`src/rtl/serial_word_tx.sv`:
```
// serial_word_tx: parallel-to-serial framer feeding the serial two's-complement stage.
// Accepts a WIDTH-bit word over valid/ready and emits it LSB-first, one bit per clock,
// with back-to-back words streaming without an idle gap.
//
// Ports:
//   clk       - system clock, rising edge
//   rst       - asynchronous active-high reset
//   in_valid  - in_data holds a word to send
//   in_ready  - word can be accepted this cycle (combinational from state)
//   in_data   - parallel word, sampled on in_valid & in_ready
//   ser_bit   - serial data bit, LSB first (registered)
//   ser_start - high on bit 0 of each word; complementer word-start (registered)
//   ser_valid - ser_bit is meaningful (registered)
//   ser_last  - high on bit WIDTH-1 of each word (registered)
module serial_word_tx #(
    parameter int unsigned WIDTH = 8
) (
    input  logic             clk,
    input  logic             rst,
    input  logic             in_valid,
    output logic             in_ready,
    input  logic [WIDTH-1:0] in_data,
    output logic             ser_bit,
    output logic             ser_start,
    output logic             ser_valid,
    output logic             ser_last
);

    localparam int unsigned CW = $clog2(WIDTH);
    localparam logic [CW-1:0] CNT_LAST = CW'(WIDTH - 1);

    localparam logic ST_IDLE  = 1'b0;
    localparam logic ST_SHIFT = 1'b1;

    logic             state_q, state_d;
    logic [WIDTH-1:0] shift_q, shift_d;
    logic [CW-1:0]    cnt_q, cnt_d;
    logic             bit_q, bit_d;
    logic             start_q, start_d;
    logic             valid_q, valid_d;
    logic             last_q, last_d;

    logic accept;
    logic at_last;

    // cnt_q tracks the index of the bit currently on ser_bit.
    assign at_last  = (state_q == ST_SHIFT) && (cnt_q == CNT_LAST);
    assign in_ready = !rst && ((state_q == ST_IDLE) || at_last);
    assign accept   = in_valid && in_ready;

    always_comb begin
        state_d = state_q;
        shift_d = shift_q;
        cnt_d   = cnt_q;
        bit_d   = 1'b0;
        start_d = 1'b0;
        valid_d = 1'b0;
        last_d  = 1'b0;

        if (accept) begin
            // Bit 0 goes straight to the output; the rest wait in the shift register.
            state_d = ST_SHIFT;
            shift_d = in_data >> 1;
            cnt_d   = '0;
            bit_d   = in_data[0];
            start_d = 1'b1;
            valid_d = 1'b1;
        end else if (state_q == ST_SHIFT) begin
            if (at_last) begin
                state_d = ST_IDLE;
                shift_d = '0;
                cnt_d   = '0;
            end else begin
                shift_d = shift_q >> 1;
                cnt_d   = cnt_q + 1'b1;
                bit_d   = shift_q[0];
                valid_d = 1'b1;
                last_d  = (cnt_q + 1'b1) == CNT_LAST;
            end
        end
    end

    always_ff @(posedge clk or posedge rst) begin
        if (rst) begin
            state_q <= ST_IDLE;
            shift_q <= '0;
            cnt_q   <= '0;
            bit_q   <= 1'b0;
            start_q <= 1'b0;
            valid_q <= 1'b0;
            last_q  <= 1'b0;
        end else begin
            state_q <= state_d;
            shift_q <= shift_d;
            cnt_q   <= cnt_d;
            bit_q   <= bit_d;
            start_q <= start_d;
            valid_q <= valid_d;
            last_q  <= last_d;
        end
    end

    assign ser_bit   = bit_q;
    assign ser_start = start_q;
    assign ser_valid = valid_q;
    assign ser_last  = last_q;

endmodule
```
`config.mk`:
```
export PLATFORM = sky130hd
export DESIGN_NAME = serial_word_tx
export DESIGN_NICKNAME = d
export VERILOG_FILES = /design/src/rtl/serial_word_tx.sv
export SDC_FILE = /design/constraint.sdc
export NUM_CORES = 1
export LEC_CHECK = 0
export BUFFER_PORTS_ARGS = -buffer_cell sky130_fd_sc_hd__clkbuf_2
export CAP_MARGIN = 30
export CORE_AREA = 3 3 44 46
export DETAILED_ROUTE_END_ITERATION = 6
export DIE_AREA = 0 0 47 49
export PLACE_DENSITY = 0.66
export RECOVER_POWER = 100
export SYNTH_ARGS = -nofsm -noshare
export SYNTH_HDL_FRONTEND = slang
export SYNTH_SLANG_ARGS = --single-unit
```
`constraint.sdc`:
```
create_clock -name clk -period 1.7 [get_ports clk]
set_input_delay 0.085 -clock clk [delete_from_list [all_inputs] [get_ports clk]]
set_output_delay 0.085 -clock clk [all_outputs]
set_load 0.03 [all_outputs]
```
==> Flow_metrics.wiki <==
{| class="wikitable"
! Metric !! Value
|-
| Status || finished clean
|-
| Period minus WS final || 1.58 ns
|-
| Die width || 47 um
|-
| Avg Cell Area, Syn || 12.6 um^2
|-
| Die area || 2300 um^2
|-
| Synthesized area || 617 um^2
|-
| Clock latency reported for the late side of the worst-skew pair || 0.27 ns
|-
| Max-cap check violation count || 0
|-
| Tot GR Track Use || 12.3%
|-
| Number of warnings printed during yosys synthesis || 0
|-
| Peak VDD IR || 869 uV
|-
| RSZ-0062 raised after global routing || no
|-
| First DRT Iteration DRCs || 14
|-
| Final routed wirelength across all metal layers || 1.13 mm
|-
| Routed length per placed instance || 12.7 um
|-
| Leftover overflow at the end of global routing || 0
|-
| H-tree Lvls || 1
|-
| Number of antenna violations at the first check in global routing || 0
|-
| Setup TNS || 0 ns
|-
| Post-synthesis net count || 63
|-
| Crit share post-route || 92.9%
|-
| Cell-by-cell trace of the critical path || ha_1 > ha_2 > nor2b_4 > buf_6 > nor2_1 > buf_2
|-
| Number of buffers created by CTS || 3
|-
| CTS sink cnt || 14
|-
| Worst hold slack || 0.0335 ns
|-
| Cell count of the worst hold path || 2
|-
| Detail Route Antenna Nets || 0
|-
| Startpoint type of the worst setup path || flip-flop
|-
| Setup clock skew after layout || 0.00114 ns
|-
| Core outline area || 1540 um^2
|-
| DRT Pass-1 Iters || 4
|-
| CTS root buf || sky130_fd_sc_hd__clkbuf_4
|-
| Power per unit of standard cell area || 1670 nW/um^2
|-
| Total Power || 1.30 mW
|-
| Path depth of the worst reg2reg path || 6
|-
| Register bit total from synthesis || 14
|-
| Layout cell share with drive strength beyond 1 || 27.4%
|-
| Worst endpoint required time || 1.62 ns
|-
| Number of pins with negative max-slew slack in the final report || 0
|-
| Number of nets in the final layout || 88
|-
| Post-placement worst setup slack || 0.163 ns
|-
| IO Pins || 16
|-
| Y dimension of the die || 49 um
|-
| Total of buffers placed on input and output ports || 15
|-
| Critical Path Slowest Stage Cell || sky130_fd_sc_hd__dfrtp_1
|-
| Biggest fanout along the worst timing path || 5
|-
| Crit path setup slack, layout || 0.121 ns
|-
| Hold Fails Final Rpt || 0
|-
| Effective utilization at floorplan || 40.0%
|-
| Crit Path Category || reg -> out
|-
| Vias in the first global route || 430
|-
| First-pass GRT wire length || 1.99 mm
|-
| Area added between synthesis and finish || 26.2%
|-
| Worst-case headroom to the max-slew limit || 64.5%
|-
| Post-DR vias/cell || 5.03
|-
| DRC errors left || 0
|-
| Cell variety after synth || 20
|-
| Largest stage delay on the critical path || 0.40 ns
|-
| Placement row count || 14
|-
| Post-DP HPWL || 815 um
|-
| Maximum number of pins on one net before global-route repair || 15
|-
| Sequential share of the synthesized area || 56.8%
|-
| Peak clock frequency supported by timing || 633 MHz
|-
| Worst Hold Class || in -> reg
|-
| Global placement routability congestion || 0.674
|-
| Clock-pin slew of the registers on the worst-case setup and hold paths || 0.08 ns
|-
| Count of antenna diodes in the layout || 0
|-
| Leakage || 0.398 nW
|-
| Cell count after synthesis || 49
|-
| Worst Tran Pin Value || 0.532 ns
|-
| Setup-failing EPs final || 0
|-
| Routed vias || 448
|-
| Data arrival at the endpoint of the critical path || 1.49 ns
|-
| CTS tree || built
|-
| Category of the worst setup path capture point || output port
|-
| Buffers from clock root to sink, at most || 2
|}
-- final cells by class --
cell class | instances | area [um^2]
flip-flops and latches | 14 | 350
clock buffers | 4 | 36.3
fillers | 147 | 763
multi-input cells | 31 | 245
repair buffers | 22 | 119
inverters | 2 | 7.51
well taps | 16 | 20.0
-- worst paths after layout --
kind,from,end,slack (ns)
worst max register to register,cnt_q[0],shift_q[1],0.14
min in group asynchronous,rst,shift_q[3],0.40
worst min-delay path,in_data[6],shift_q[5],0.03
worst min register to register,shift_q[5],shift_q[5],0.51
max in group asynchronous,rst,shift_q[6],0.94
worst max-delay path,cnt_q[0],in_ready,0.12
-- placed cells by master (no fill, tap or decap) --
master	count
sky130_fd_sc_hd__and2_0	1
sky130_fd_sc_hd__ha_2	1
sky130_fd_sc_hd__clkbuf_4	3
sky130_fd_sc_hd__and3_1	1
sky130_fd_sc_hd__mux2_2	1
sky130_fd_sc_hd__a22o_1	1
sky130_fd_sc_hd__buf_4	1
sky130_fd_sc_hd__clkbuf_8	1
sky130_fd_sc_hd__clkbuf_1	8
sky130_fd_sc_hd__dlygate4sd3_1	2
sky130_fd_sc_hd__and2_1	5
sky130_fd_sc_hd__clkbuf_2	9
sky130_fd_sc_hd__nor2b_1	2
sky130_fd_sc_hd__o21ai_0	1
sky130_fd_sc_hd__inv_1	2
sky130_fd_sc_hd__nand2_1	1
sky130_fd_sc_hd__nor3b_1	1
sky130_fd_sc_hd__a211oi_1	1
sky130_fd_sc_hd__nor2_1	3
sky130_fd_sc_hd__nand2b_1	1
sky130_fd_sc_hd__a21o_1	1
sky130_fd_sc_hd__ha_1	2
sky130_fd_sc_hd__dfrtp_1	14
sky130_fd_sc_hd__a221o_1	6
sky130_fd_sc_hd__nor2b_4	1
sky130_fd_sc_hd__or2_2	1
sky130_fd_sc_hd__buf_6	1
sky130_fd_sc_hd__buf_2	1
-- critical path: cells and delay by family, from the launching register on --
family | cells | cell delay, ns
simple gates | 2 | 0.15
buf+inv | 2 | 0.28
flops | 1 | 0.40
fa+ha+maj | 2 | 0.39
-- where the power goes --
part / leakage (nW) / internal, mW / switching, mW
Clock: 0.0210 / 0.130 / 0.102
Combinational: 0.196 / 0.263 / 0.279
Sequential: 0.181 / 0.453 / 0.0748
Total: 0.398 / 0.847 / 0.455
-- cells by family after synthesis --
family / Yosys count / synth area share, %
simple gates: 17 / 17.0
flops: 14 / 56.8
compound gates: 10 / 14.4
buf+inv: 4 / 3.85
fa+ha+maj: 3 / 6.09
mux: 1 / 1.83
-- registers in the layout, indices dropped and copies added (netlist names) --
register,cells
ser_valid,1
ser_start,1
cnt_q,3
ser_bit,1
ser_last,1
shift_q,7
-- Yosys cell counts --
master / instances / area share [%]
sky130_fd_sc_hd__nor2b_4: 1 / 2.2
sky130_fd_sc_hd__nor2_1: 3 / 1.8
sky130_fd_sc_hd__and2_1: 6 / 6.1
sky130_fd_sc_hd__nor3b_1: 1 / 1.2
sky130_fd_sc_hd__inv_1: 2 / 1.2
sky130_fd_sc_hd__mux2_2: 1 / 1.8
sky130_fd_sc_hd__a221o_1: 6 / 9.7
sky130_fd_sc_hd__a22o_1: 1 / 1.4
sky130_fd_sc_hd__nor2b_1: 2 / 2.0
sky130_fd_sc_hd__o21ai_0: 1 / 0.81
sky130_fd_sc_hd__buf_2: 1 / 0.81
sky130_fd_sc_hd__and3_1: 1 / 1.0
sky130_fd_sc_hd__ha_1: 3 / 6.1
sky130_fd_sc_hd__a21o_1: 1 / 1.2
sky130_fd_sc_hd__or2_2: 1 / 1.0
sky130_fd_sc_hd__dfrtp_1: 14 / 57
sky130_fd_sc_hd__a211oi_1: 1 / 1.2
sky130_fd_sc_hd__buf_6: 1 / 1.8
sky130_fd_sc_hd__nand2_1: 1 / 0.61
sky130_fd_sc_hd__nand2b_1: 1 / 1.0
-- layer usage --
metal	share of wire (%)	vias up	global-route usage [%]
met5	0	-	0
met4	0.89	0	4.15
met3	7.6	2	6.64
met2	48	13	15.8
met1	43	214	17.1
li1	-	219	-
-- what timing repair did --
action	in CTS	in global routing
setup buffers	0	2
hold buffers	1	1
setup endpoints to repair	1	1
pin swaps	0	0
gates resized for setup	1	2
hold endpoints to repair	14	1
-- stage by stage --
step | utilization, % | cells | cell area [um^2]
floorplan | - | 49 | 617
global placement | 46.6 | 81 | 718
detailed placement | 46.6 | 81 | 718
CTS | 49.8 | 86 | 767
global route | 50.5 | 89 | 778
finish | 50.5 | 89 | 778
Note: power is estimated with default switching activity, not from simulation.
